**config.mk**
```make
export PLATFORM = sky130hd
export DESIGN_NAME = sb_hfosc_flat
export DESIGN_NICKNAME = d
export VERILOG_FILES = /design/src/rtl/sb_hfosc_if.sv /design/src/rtl/sb_hfosc.sv /design/src/flat_wrapper.sv
export SDC_FILE = /design/constraint.sdc
export NUM_CORES = 1
export LEC_CHECK = 0
export CELL_PAD_IN_SITES_DETAIL_PLACEMENT = 1
export CELL_PAD_IN_SITES_GLOBAL_PLACEMENT = 2
export CORE_UTILIZATION = 34
export CTS_CLUSTER_SIZE = 25
export DETAILED_ROUTE_END_ITERATION = 6
export PLACE_DENSITY = 0.73
export SLEW_MARGIN = 20
export SYNTH_ARGS = -nofsm -noshare
export SYNTH_HDL_FRONTEND = slang
export SYNTH_SLANG_ARGS = --single-unit
export TNS_END_PERCENT = 5
```
**constraint.sdc**
```tcl
create_clock -name clk -period 2.23 [get_ports clk]
set_clock_uncertainty 0.2 [all_clocks]
set_input_delay 0.446 -clock clk [delete_from_list [all_inputs] [get_ports clk]]
set_output_delay 0.446 -clock clk [all_outputs]
set_load 0.02 [all_outputs]
```
**src/rtl/sb_hfosc_if.sv**
```systemverilog
// Control and status bundle of the high-frequency oscillator model.
// master drives CLKHFPU/CLKHFEN and observes outputs; slave is the oscillator.
interface sb_hfosc_if;
    logic CLKHFPU;
    logic CLKHFEN;
    logic CLKHF;
    logic CLKHF_RDY;
    logic CLKHF_TICK;

    modport master (
        output CLKHFPU,
        output CLKHFEN,
        input  CLKHF,
        input  CLKHF_RDY,
        input  CLKHF_TICK
    );

    modport slave (
        input  CLKHFPU,
        input  CLKHFEN,
        output CLKHF,
        output CLKHF_RDY,
        output CLKHF_TICK
    );
endinterface

```
**src/rtl/sb_hfosc.sv**
```systemverilog
// Synchronous model of a power-gated HF oscillator: settle, then divide clk.
// Ports: clk, reset (sync, active-high), osc (slave: CLKHFPU/EN in, CLKHF/RDY/TICK out).
module sb_hfosc #(
    parameter logic [1:0]  CLKHF_DIV = 2'b00,
    parameter int unsigned PU_CYCLES = 16
) (
    input  logic           clk,
    input  logic           reset,
    sb_hfosc_if.slave      osc
);

    typedef enum logic [1:0] {
        ST_OFF,
        ST_POWERUP,
        ST_READY
    } state_t;

    // Last divider count before CLKHF flips: half period minus one.
    localparam logic [2:0] DIV_LAST    = 3'((1 << CLKHF_DIV) - 1);
    localparam logic [7:0] SETTLE_LAST = 8'(PU_CYCLES - 1);

    state_t     state, state_n;
    logic [7:0] settle, settle_n;
    logic [2:0] div, div_n;
    logic       clkhf, clkhf_n;
    logic       rdy, rdy_n;
    logic       tick, tick_n;

    always_ff @(posedge clk) begin
        if (reset) begin
            state  <= ST_OFF;
            settle <= '0;
            div    <= '0;
            clkhf  <= 1'b0;
            rdy    <= 1'b0;
            tick   <= 1'b0;
        end else begin
            state  <= state_n;
            settle <= settle_n;
            div    <= div_n;
            clkhf  <= clkhf_n;
            rdy    <= rdy_n;
            tick   <= tick_n;
        end
    end

    always_comb begin
        state_n  = state;
        settle_n = settle;
        div_n    = div;
        clkhf_n  = clkhf;
        rdy_n    = rdy;
        tick_n   = 1'b0;

        // Power-down dominates everything, including a pending divider wrap.
        if (!osc.CLKHFPU) begin
            state_n  = ST_OFF;
            settle_n = '0;
            div_n    = '0;
            clkhf_n  = 1'b0;
            rdy_n    = 1'b0;
        end else begin
            unique case (state)
                ST_OFF: begin
                    state_n  = ST_POWERUP;
                    settle_n = '0;
                    div_n    = '0;
                    clkhf_n  = 1'b0;
                    rdy_n    = 1'b0;
                end
                ST_POWERUP: begin
                    clkhf_n = 1'b0;
                    div_n   = '0;
                    if (settle == SETTLE_LAST) begin
                        state_n = ST_READY;
                        rdy_n   = 1'b1;
                    end else begin
                        settle_n = settle + 8'd1;
                    end
                end
                ST_READY: begin
                    rdy_n = 1'b1;
                    if (osc.CLKHFEN) begin
                        if (div == DIV_LAST) begin
                            div_n   = '0;
                            clkhf_n = ~clkhf;
                            // Tick only on the low-to-high flip.
                            tick_n  = ~clkhf;
                        end else begin
                            div_n = div + 3'd1;
                        end
                    end else begin
                        // Disabling parks the output low and rewinds the
                        // divider so re-enable starts a full low half.
                        div_n   = '0;
                        clkhf_n = 1'b0;
                    end
                end
                default: begin
                    state_n  = ST_OFF;
                    settle_n = '0;
                    div_n    = '0;
                    clkhf_n  = 1'b0;
                    rdy_n    = 1'b0;
                end
            endcase
        end
    end

    assign osc.CLKHF      = clkhf;
    assign osc.CLKHF_RDY  = rdy;
    assign osc.CLKHF_TICK = tick;

endmodule

```
**src/flat_wrapper.sv**
```systemverilog
// flat-port wrapper written by rule: the top's interface ports become plain ports
module sb_hfosc_flat 
#(
    parameter logic [1:0]  CLKHF_DIV = 2'b00,
    parameter int unsigned PU_CYCLES = 16
)
  (clk, reset, osc_CLKHFPU, osc_CLKHFEN, osc_CLKHF, osc_CLKHF_RDY, osc_CLKHF_TICK);
  sb_hfosc_if osc_i ();
  input  logic clk;
  input  logic reset;
  input wire logic [$bits(osc_i.CLKHFPU)-1:0] osc_CLKHFPU;
  input wire logic [$bits(osc_i.CLKHFEN)-1:0] osc_CLKHFEN;
  output wire logic [$bits(osc_i.CLKHF)-1:0] osc_CLKHF;
  output wire logic [$bits(osc_i.CLKHF_RDY)-1:0] osc_CLKHF_RDY;
  output wire logic [$bits(osc_i.CLKHF_TICK)-1:0] osc_CLKHF_TICK;
  assign osc_i.CLKHFPU = osc_CLKHFPU;
  assign osc_i.CLKHFEN = osc_CLKHFEN;
  assign osc_CLKHF = osc_i.CLKHF;
  assign osc_CLKHF_RDY = osc_i.CLKHF_RDY;
  assign osc_CLKHF_TICK = osc_i.CLKHF_TICK;
  sb_hfosc #(.CLKHF_DIV(CLKHF_DIV), .PU_CYCLES(PU_CYCLES)) u_core (.clk(clk), .reset(reset), .osc(osc_i));
endmodule
```
==> out/qor.csv <==
stage;metric;value;unit
status;status;completed;
clocking;# H-tree levels;1;
critical_path;reg2reg setup slack;0.19;ns
sta;fmax;491;MHz
detailed_routing;wire length on met3;32;um
critical_path;CP Launch Type;flip-flop;
floorplan;Initial Util;0.367;
clocking;CTS Hold Bufs;0;
synthesis;Synthesized Nets;101;
synthesis;Yosys reg bits;16;
detailed_routing;DR vias/cell;5.44;
critical_path;r2r startpoint;u_core.settle[0];
placed_design;routability cong.;0.725;
run;max-cap viol count;0;
sta;fin crit share;0.913;
clocking;TritonCTS clock tree;built;
detailed_routing;First-pass DRT Iterations;4;
clocking;clk slew on worst S/H paths;0.09;ns
critical_path;CP Class;flip-flop to flip-flop;
floorplan;die area;0.00261;sq mm
finish;final antenna diode count;0;
detailed_routing;vias;723;
clocking;post-CTS resize count;0;
clocking;Root Buffer;clkbuf_4;
grt;GRT overflow;0;
sta;Final Max Slew Viols;0;
placed_design;dpl cells;129;
critical_path;endpoint class of the critical path;flip-flop;
floorplan;IO Count;7;
synthesis;ys flop type;dfxtp_1;
finish;fin nets;116;
placed_design;HPWL Detailed;1450;um
finish;area grow syn2layout;19.7;%
synthesis;synth warn;0;
clocking;Post-CTS Setup Bufs;0;
placed_design;I/O Buffers;6;
min_path;Min-Delay Path Depth;1;
power;Pleak;0.384;nW
sta;RSZ-0062 raised after global routing;false;
clocking;CTS sink cnt;16;
critical_path;Required @ worst endpoint;2.21;ns
grt;antenna violations before repair;0;
power;PD cells;532;mW/mm^2
synthesis;Avg Inst Size Synth;9.01;sq um
grt;vias in the first global route;714;
synthesis;Synth cell types;33;
finish;Finished Layout Cells;133;
critical_path;CP cell instances;ha_1 > nand4b_1 > o211a_4 > and3_1 > a211o_1;
critical_path;critical path depth in cells;5;
critical_path;slowest stage delay, CP;0.40;ns
critical_path;crit-path max FO;6;
synthesis;register area share after synthesis;0.391;
critical_path;Crit-path slowest cell;dfxtp_1;
floorplan;FP Rows;17;
sta;final setup fails;0;
detailed_routing;Routed WL;1870;um
critical_path;r2r worst-path depth;5;
min_path;Hold Startpoint;u_core.div[0];
detailed_routing;1st-iter DRT viols;10;
sta;Hold Vio Cnt, Final;0;
grt;gr usage total;0.162;
synthesis;Async SR Flop Fraction;0;
floorplan;Die Ht;51.1;um
critical_path;Top Family by Delay on Critical Path;compound AO/OA/AOI/OAI gates;
min_path;WHS Endpoint;u_core.div[0];
synthesis;EDFF count, synth;0;
detailed_routing;Wirelength per Cell;14.1;um
detailed_routing;wl on met1;909;um
grt;pin count of the biggest net entering global routing;10;
clocking;CTS max path bufs;2;
clocking;total CTS buffers;3;
detailed_routing;highest metal used;met4;
floorplan;core area;0.00223;sq mm
detailed_routing;final routed DRC violation total;0;
detailed_routing;metal2 WL;918;um
critical_path;WP data arrival;2.01;ns
synthesis;Cell Area, Synth;820;sq um
sta;Period minus WS final;2.04;ns
synthesis;Post-Synthesis Cells;91;
finish;Final Util;0.439;
power;Worst VDD drop;0.000247;V
finish;layout cell share with drive strength beyond 1;0.133;
detailed_routing;DRT antenna net count;0;
clocking;worst-skew pair later-pin latency;0.29;ns
grt;first-pass GRT wire length;3090;um
floorplan;DIE WIDTH;51.1;um
sta;Slew headroom;0.739;
sta;Slew @ Worst Pin;0.390;ns
critical_path;Critical R2R Capture;u_core.settle[5];
critical_path;CP Buf/Inv Count;0;
min_path;Hold Crit Class;flip-flop to flip-flop;
==> metrics by stage <==
stage               power [mW]  setup TNS [ns]  area, sq um  setup slack [ns]  hold WS [ns]
CTS                      0.532               0          981             0.213         0.274
global route             0.548               0          981            0.0435         0.305
detailed placement       0.333         -0.0184          945           -0.0184         0.259
finish                   0.522               0          981             0.195         0.268
global placement         0.331               0          945            0.0758         0.244
floorplan                0.314               0          820             0.321         0.232
==> cells in the mapped netlist, types with 2 or more instances <==
master / n / area, sq um
a21oi_1: 6 / 30.0
dfxtp_1: 16 / 320
nand2_1: 2 / 7.51
nor2_1: 5 / 18.8
nor2b_1: 3 / 18.8
a211o_1: 2 / 17.5
nor3_1: 7 / 35.0
ha_1: 6 / 75.1
mux2i_1: 2 / 20.0
o21ai_0: 4 / 20.0
inv_1: 6 / 22.5
and3_1: 2 / 12.5
nor3b_1: 2 / 15.0
a21o_1: 2 / 15.0
o211ai_1: 2 / 15.0
nand3_1: 7 / 35.0
==> final cells by class <==
type                            instances  area [sq um]
Tap cell                               28          35.0
Multi-Input combinational cell         67           462
Clock buffer                            4          36.3
Timing Repair Buffer                   12           105
Inverter                                6          22.5
Sequential cell                        16           320
Fill cell                             277          1250
==> cell families after synthesis <==
kind of cell	count (synthesis)	synth area share
compound gates	21	0.182
xor+xnor	1	0.0107
fa+ha+maj	6	0.0916
buf+inv	8	0.0458
flops	16	0.391
mux	2	0.0244
simple gates	37	0.255
==> metal layers <==
metal	global-route usage	vias up
met4	0.0556	0
met1	0.199	358
li1	-	359
met3	0.0268	2
met2	0.281	4
met5	0	-
==> worst reg2reg max path, cell delays in order (launching register included) <==
cell,delay (ns)
dfxtp_1,0.40
ha_1,0.27
nand4b_1,0.29
o211a_4,0.35
and3_1,0.16
a211o_1,0.25
==> where the power goes <==
group | leakage [nW] | internal, mW | switching (mW)
sequential | 0.129 | 0.288 | 0.00143
combinational | 0.234 | 0.0191 | 0.0172
clock | 0.0210 | 0.0992 | 0.0976
total | 0.384 | 0.406 | 0.116
==> cell usage in the layout, fill, tap and decap left out, drive strengths merged, types with 2 or more instances in the layout <==
cell type,n
a211o,2
a21o,2
a21oi,6
and3,2
buf,6
clkbuf,4
clkdlybuf4s50,6
dfxtp,16
ha,6
inv,6
mux2i,2
nand2,2
nand3,7
nor2,5
nor2b,3
nor3,7
nor3b,2
o211ai,2
o21ai,4
or3,2
==> state kept, by name, summed over array words and instances (netlist names) <==
signal	flops
u_core.div	3
u_core.osc.CLKHF_TICK	1
u_core.settle	8
u_core.osc.CLKHF	1
u_core.state	2
u_core.osc.CLKHF_RDY	1
==> worst max path at each step <==
stage	start	endpoint	slack, ns
CTS	u_core.settle[0]	u_core.settle[5]	0.21
detailed placement	osc_CLKHFPU	u_core.settle[6]	-0.02
global route	u_core.settle[0]	u_core.osc.CLKHF_RDY	0.04
finish	u_core.settle[0]	u_core.settle[5]	0.19
floorplan	u_core.state[0]	u_core.settle[6]	0.32
global placement	osc_CLKHFPU	u_core.settle[6]	0.08
Power figures use the tool's default switching activity.
==> patch 1: new RTL, config.mk and constraints unchanged <==
`PU_CYCLES` is set to 16 in 2 places; all go to 12.
--- a/src/rtl/sb_hfosc.sv
+++ b/src/rtl/sb_hfosc.sv
@@ -4,3 +4,3 @@
     parameter logic [1:0]  CLKHF_DIV = 2'b00,
-    parameter int unsigned PU_CYCLES = 16
+    parameter int unsigned PU_CYCLES = 12
 ) (
--- a/src/flat_wrapper.sv
+++ b/src/flat_wrapper.sv
@@ -4,3 +4,3 @@
     parameter logic [1:0]  CLKHF_DIV = 2'b00,
-    parameter int unsigned PU_CYCLES = 16
+    parameter int unsigned PU_CYCLES = 12
 )
Behaviour: no difference found for any inputs over 10 cycles, from zero or initial values; that may be too few to reach the edited logic, so the function may still have changed.
==> patch 1 against the original RTL <==
- sequential cell count stayed put
- global-route usage up 1.1 points
- via count shrank 3.2%
- setup slack improved by 97 ps
- power is 8.1% lower
- routed wire length down 1.2%
- synthesized area is 1.5% higher
- first-iteration DRC count is 50% lower
- largest power group unchanged
- critical path depth down 1
- count of clock-buffer cells in the layout down 1
- final area down 2.8%
- synthesized cell count increased by 4.4%
==> patch 1: results (changes against the original RTL) <==
* Status: finished clean (unchanged)
* Crit-path max FO at 5 (was 6)
* Pin count of the biggest net entering global routing at 14 (was 10)
* Yosys warns at 0 (unchanged)
* # fillers at 290 (was 277)
* Async set-reset flop share out of synthesis at 0% (unchanged)
* Leakage power at 0.308 nW (was 0.384 nW)
* Largest regs: u_core.settle: 8 flops, u_core.div: 3 flops, u_core.state: 2 flops (unchanged)
* Drt total wl at 1850 µm (was 1870 µm)
* Unique masters post-synth at 30 (was 33)
* Register area at 320 µm² (unchanged)
* Hold Crit Class: reg2reg (unchanged)
* Nets@finish at 115 (was 116)
* Share of layout cells above drive strength 1 at 8.74% (was 13.3%)
* 1st-iter DRT viols at 5 (was 10)
* Worst-path clk slew at 90 ps (about the same)
* Crit path DAT at 1950 ps (was 2010 ps)
* Clk buf depth at 2 (unchanged)
* Clk Latency, worst-skew pair at 290 ps (about the same)
* ANT cells at 0 (unchanged)
* DR vias/cell at 5.34 (was 5.44)
* Slew @ Worst Pin at 363 ps (was 390 ps)
* IO buf count at 6 (unchanged)
* Sequential area share after synthesis at 38.5% (was 39.1%)
* Detailed Routing Iterations Pass 1 at 4 (unchanged)
* GP Congestion at 0.689 (was 0.725)
* Num CTS Buffers at 3 (unchanged)
* Net Count, Synth at 105 (was 101)
* Area post-placement at 931 µm² (was 945 µm²)
* Antenna violations before repair at 0 (unchanged)
* CTS root buf: clkbuf_4 (unchanged)
* Ranking of synthesized cells by area: dfxtp_1 38%, ha_1 9.0%, nand2_1 5.9% (was dfxtp_1 39%, ha_1 9.2%, nand3_1 4.3%)
* Post-CTS sizing at 0 (unchanged)
* Sw Pwr at 0.113 mW (was 0.116 mW)
* Vias in the first global route at 749 (was 714)
* Hpwl dp at 1420 µm (was 1450 µm)
* First-pass GRT wire length at 3230 µm (was 3090 µm)
* Commonest cells in the netlist: 16 x dfxtp_1, 13 x nand2_1, 8 x inv_1, 6 x ha_1 (was 16 x dfxtp_1, 7 x nand3_1, 7 x nor3_1)
* Setup Fix Bufs, Post-CTS at 0 (unchanged)
* GRT Resource Usage Total at 17.3% (was 16.2%)
* H-tree depth at 1 (unchanged)
* Max rail drop VDD at 0.384 mV (was 0.247 mV)
[patch 1: critical path, stage by stage (launching register included)]
cell      delay [ps]
dfxtp_1          400
ha_1             230
or4b_4           500
or3_1            330
a221oi_2         200
[patch 1: routing by layer]
metal	vias up	part of all wire, %	track usage, %
met5	-	0	0
met4	0	1.5	6.76
met3	2	4.8	6.25
met2	10	43	27.5
met1	326	50	20.9
li1	362	-	-
[patch 1: layout make-up]
cell class	count	area share, %
repair buffers	8	7.87
clock buffers	3	2.36
multi-input cells	68	49.3
well taps	28	3.67
flip-flops and latches	16	33.6
inverters	8	3.15
[patch 1: power groups by stage]
stage	Combinational [mW]	Clock, mW	Sequential, mW
floorplan	0.0221	0	0.297
finish	0.0363	0.154	0.290
detailed placement	0.0374	0	0.296
global route	0.0407	0.180	0.290
CTS	0.0374	0.164	0.290
global placement	0.0368	0	0.296
[patch 1: cells by family (layout without fill, tap and decap cells)]
logic type,count (synthesis),in the layout,share of synthesized area (%)
AO/OA/AOI/OAI,20,20,17.4
XOR/XNOR,1,1,1.05
flip-flops,16,16,38.5
buffers and inverters,11,19,4.96
AND/OR/NAND/NOR,38,38,25.4
multiplexers,3,3,3.61
adder cells (fa/ha/maj),6,6,9.02
[patch 1: worst paths after layout]
kind	cells after the start	end	startpoint	slack (ps)
min	2	u_core.osc.CLKHF_RDY$_SDFFE_PP0P_	u_core.osc.CLKHF_RDY$_SDFFE_PP0P_	270
min reg2reg	2	u_core.osc.CLKHF_RDY$_SDFFE_PP0P_	u_core.osc.CLKHF_RDY$_SDFFE_PP0P_	270
max	4	u_core.state[1]$_SDFFE_PP0P_	u_core.settle[0]$_SDFFE_PP0P_	290
max reg2reg	4	u_core.state[1]$_SDFFE_PP0P_	u_core.settle[0]$_SDFFE_PP0P_	290
[patch 1: through the flow]
step / hold slack, ps / worst slack (ps) / instances
after CTS: 267 / 256 / 131
after global routing: 297 / 166 / 131
after floorplan: 232 / 397 / 95
after detailed placement: 254 / 278 / 128
after global placement: 254 / 314 / 128
final: 266 / 292 / 131
==> patch 2: new RTL, same flow settings <==
Without the edit above. Re-encode `state_t` (3 states) as one-hot, 3 bits wide.
--- a/src/rtl/sb_hfosc.sv
+++ b/src/rtl/sb_hfosc.sv
@@ -11,6 +11,6 @@
 
-    typedef enum logic [1:0] {
-        ST_OFF,
-        ST_POWERUP,
-        ST_READY
+    typedef enum logic [2:0] {
+        ST_OFF     = 3'b001,
+        ST_POWERUP = 3'b010,
+        ST_READY   = 3'b100
     } state_t;
Function: no difference found for any inputs over 10 cycles, from zero or initial values; not proved beyond that.
==> patch 2 against the original RTL <==
- routed wire length shrank 13%
- setup slack gained 110 ps
- final area shrank 7.1%
- cell count shrank 7.5%
- highest routed layer unchanged
- synthesized area shrank 6.3%
- global-route usage shrank 0.12 points
- sequential cell count grew 1
Power is not compared: it rests on default switching activity, and its combinational part moved more than twofold at a synthesized area within 25%.
==> patch 2: results (changes against the original RTL) <==
* Commonest cells in the netlist: 17 x dfxtp_1, 7 x nor2_1, 7 x nor2b_1, 6 x a21oi_1, 6 x xnor2_1 (was 16 x dfxtp_1, 7 x nand3_1, 7 x nor3_1)
* Ranking of synthesized cells by area: dfxtp_1 44%, xnor2_1 6.8%, nor2b_1 5.7% (was dfxtp_1 39%, ha_1 9.2%, nand3_1 4.3%)
* Share of layout cells above drive strength 1 at 9.38% (was 13.3%)
* 1st-iter DRT viols at 5 (was 10)
* Crit-path leading delay family: buffers and inverters (was compound AO/OA/AOI/OAI gates)
* Worst slack, placed at 129 ps (was -18.4 ps)
* First-pass GRT wire length at 2910 µm (was 3090 µm)
* IO buf count at 6 (unchanged)
* Hpwl dp at 1230 µm (was 1450 µm)
* Final worst-path cycle share at 86.3% (was 91.3%)
* Placed cells at 119 (was 129)
* Min Hold Slack at 255 ps (was 268 ps)
* Net Count, Synth at 90 (was 101)
* Syn Area/Cell at 9.26 µm² (was 9.01 µm²)
* Setup crit start: u_core.osc.CLKHF$_SDFFE_PP0N_ (was u_core.settle[0]$_SDFFE_PP0P_)
* Sequential area share after synthesis at 44.3% (was 39.1%)
* Worst hold start: u_core.div[0]$_SDFF_PP0_ (unchanged)
* Largest regs: u_core.settle: 8 flops, u_core.div: 3 flops, u_core.state: 3 flops (was u_core.settle: 8 flops, u_core.div: 3 flops, u_core.state: 2 flops)
* Drt total wl at 1620 µm (was 1870 µm)
* R2r startpoint: u_core.settle[4]$_SDFFE_PP0P_ (was u_core.settle[0]$_SDFFE_PP0P_)
* Crit-path max FO at 3 (was 6)
* Unique masters post-synth at 27 (was 33)
* Area post-placement at 885 µm² (was 945 µm²)
* Vias in the first global route at 644 (was 714)
* Status: finished clean (unchanged)
* Crit-path max cell delay at 620 ps (was 400 ps)
* R2R Setup Slk at 470 ps (was 190 ps)
* GP Congestion at 0.731 (was 0.725)
* Crit path DAT at 1280 ps (was 2010 ps)
* Nets@finish at 104 (was 116)
* Yosys warns at 0 (unchanged)
* DR vias/cell at 5.12 (was 5.44)
* Routed wire per std cell at 13.2 µm (was 14.1 µm)
* Slowest cell on the critical path: clkdlybuf4s50_1 (was dfxtp_1)
-- patch 2: changes by cell type in the layout (fill, tap and decap cells not counted), sizes merged, moves of 3 or more --
cell	change
buf	-3
nor3	-5
xnor2	+5
nor2b	+4
ha	-3
nand3	-3
o21a	+3
-- patch 2: power groups by stage --
stage	Sequential, mW	Clock (mW)	Combinational (mW)
2_1_floorplan	0.316	0	0.00899
3_3_place_gp	0.317	0	0.0171
3_5_place_dp	0.317	0	0.0173
4_1_cts	0.310	0.181	0.0174
5_1_grt	0.310	0.190	0.0191
6_report	0.310	0.169	0.0172
-- patch 2: logic make-up after synthesis --
logic type,synth area share (%)
buffers and inverters,2.44
flip-flops,44.3
adder cells (fa/ha/maj),4.89
AO/OA/AOI/OAI,15.3
AND/OR/NAND/NOR,26.2
XOR/XNOR,6.84
-- patch 2: final cells by class --
cell class | count | area (µm²)
fill | 254 | 1130
multi-input combinational | 61 | 409
sequential | 17 | 340
timing repair buffer | 9 | 82.6
tap | 27 | 33.8
clock buffer | 4 | 26.3
inverter | 5 | 18.8
-- patch 2: path summary, 6_finish.rpt --
kind	to	cells past startpoint
setup reg to reg	u_core.settle[1]$_SDFFE_PP0P_	3
setup / recovery	osc_CLKHF	1
hold / removal	u_core.div[0]$_SDFF_PP0_	1
hold reg to reg	u_core.div[0]$_SDFF_PP0_	1
-- patch 2: layer usage --
layer	track usage (%)	routed length (µm)
met1	19.8	817
met2	25.7	749
met3	5.56	40
met4	5.71	14
met5	0	0
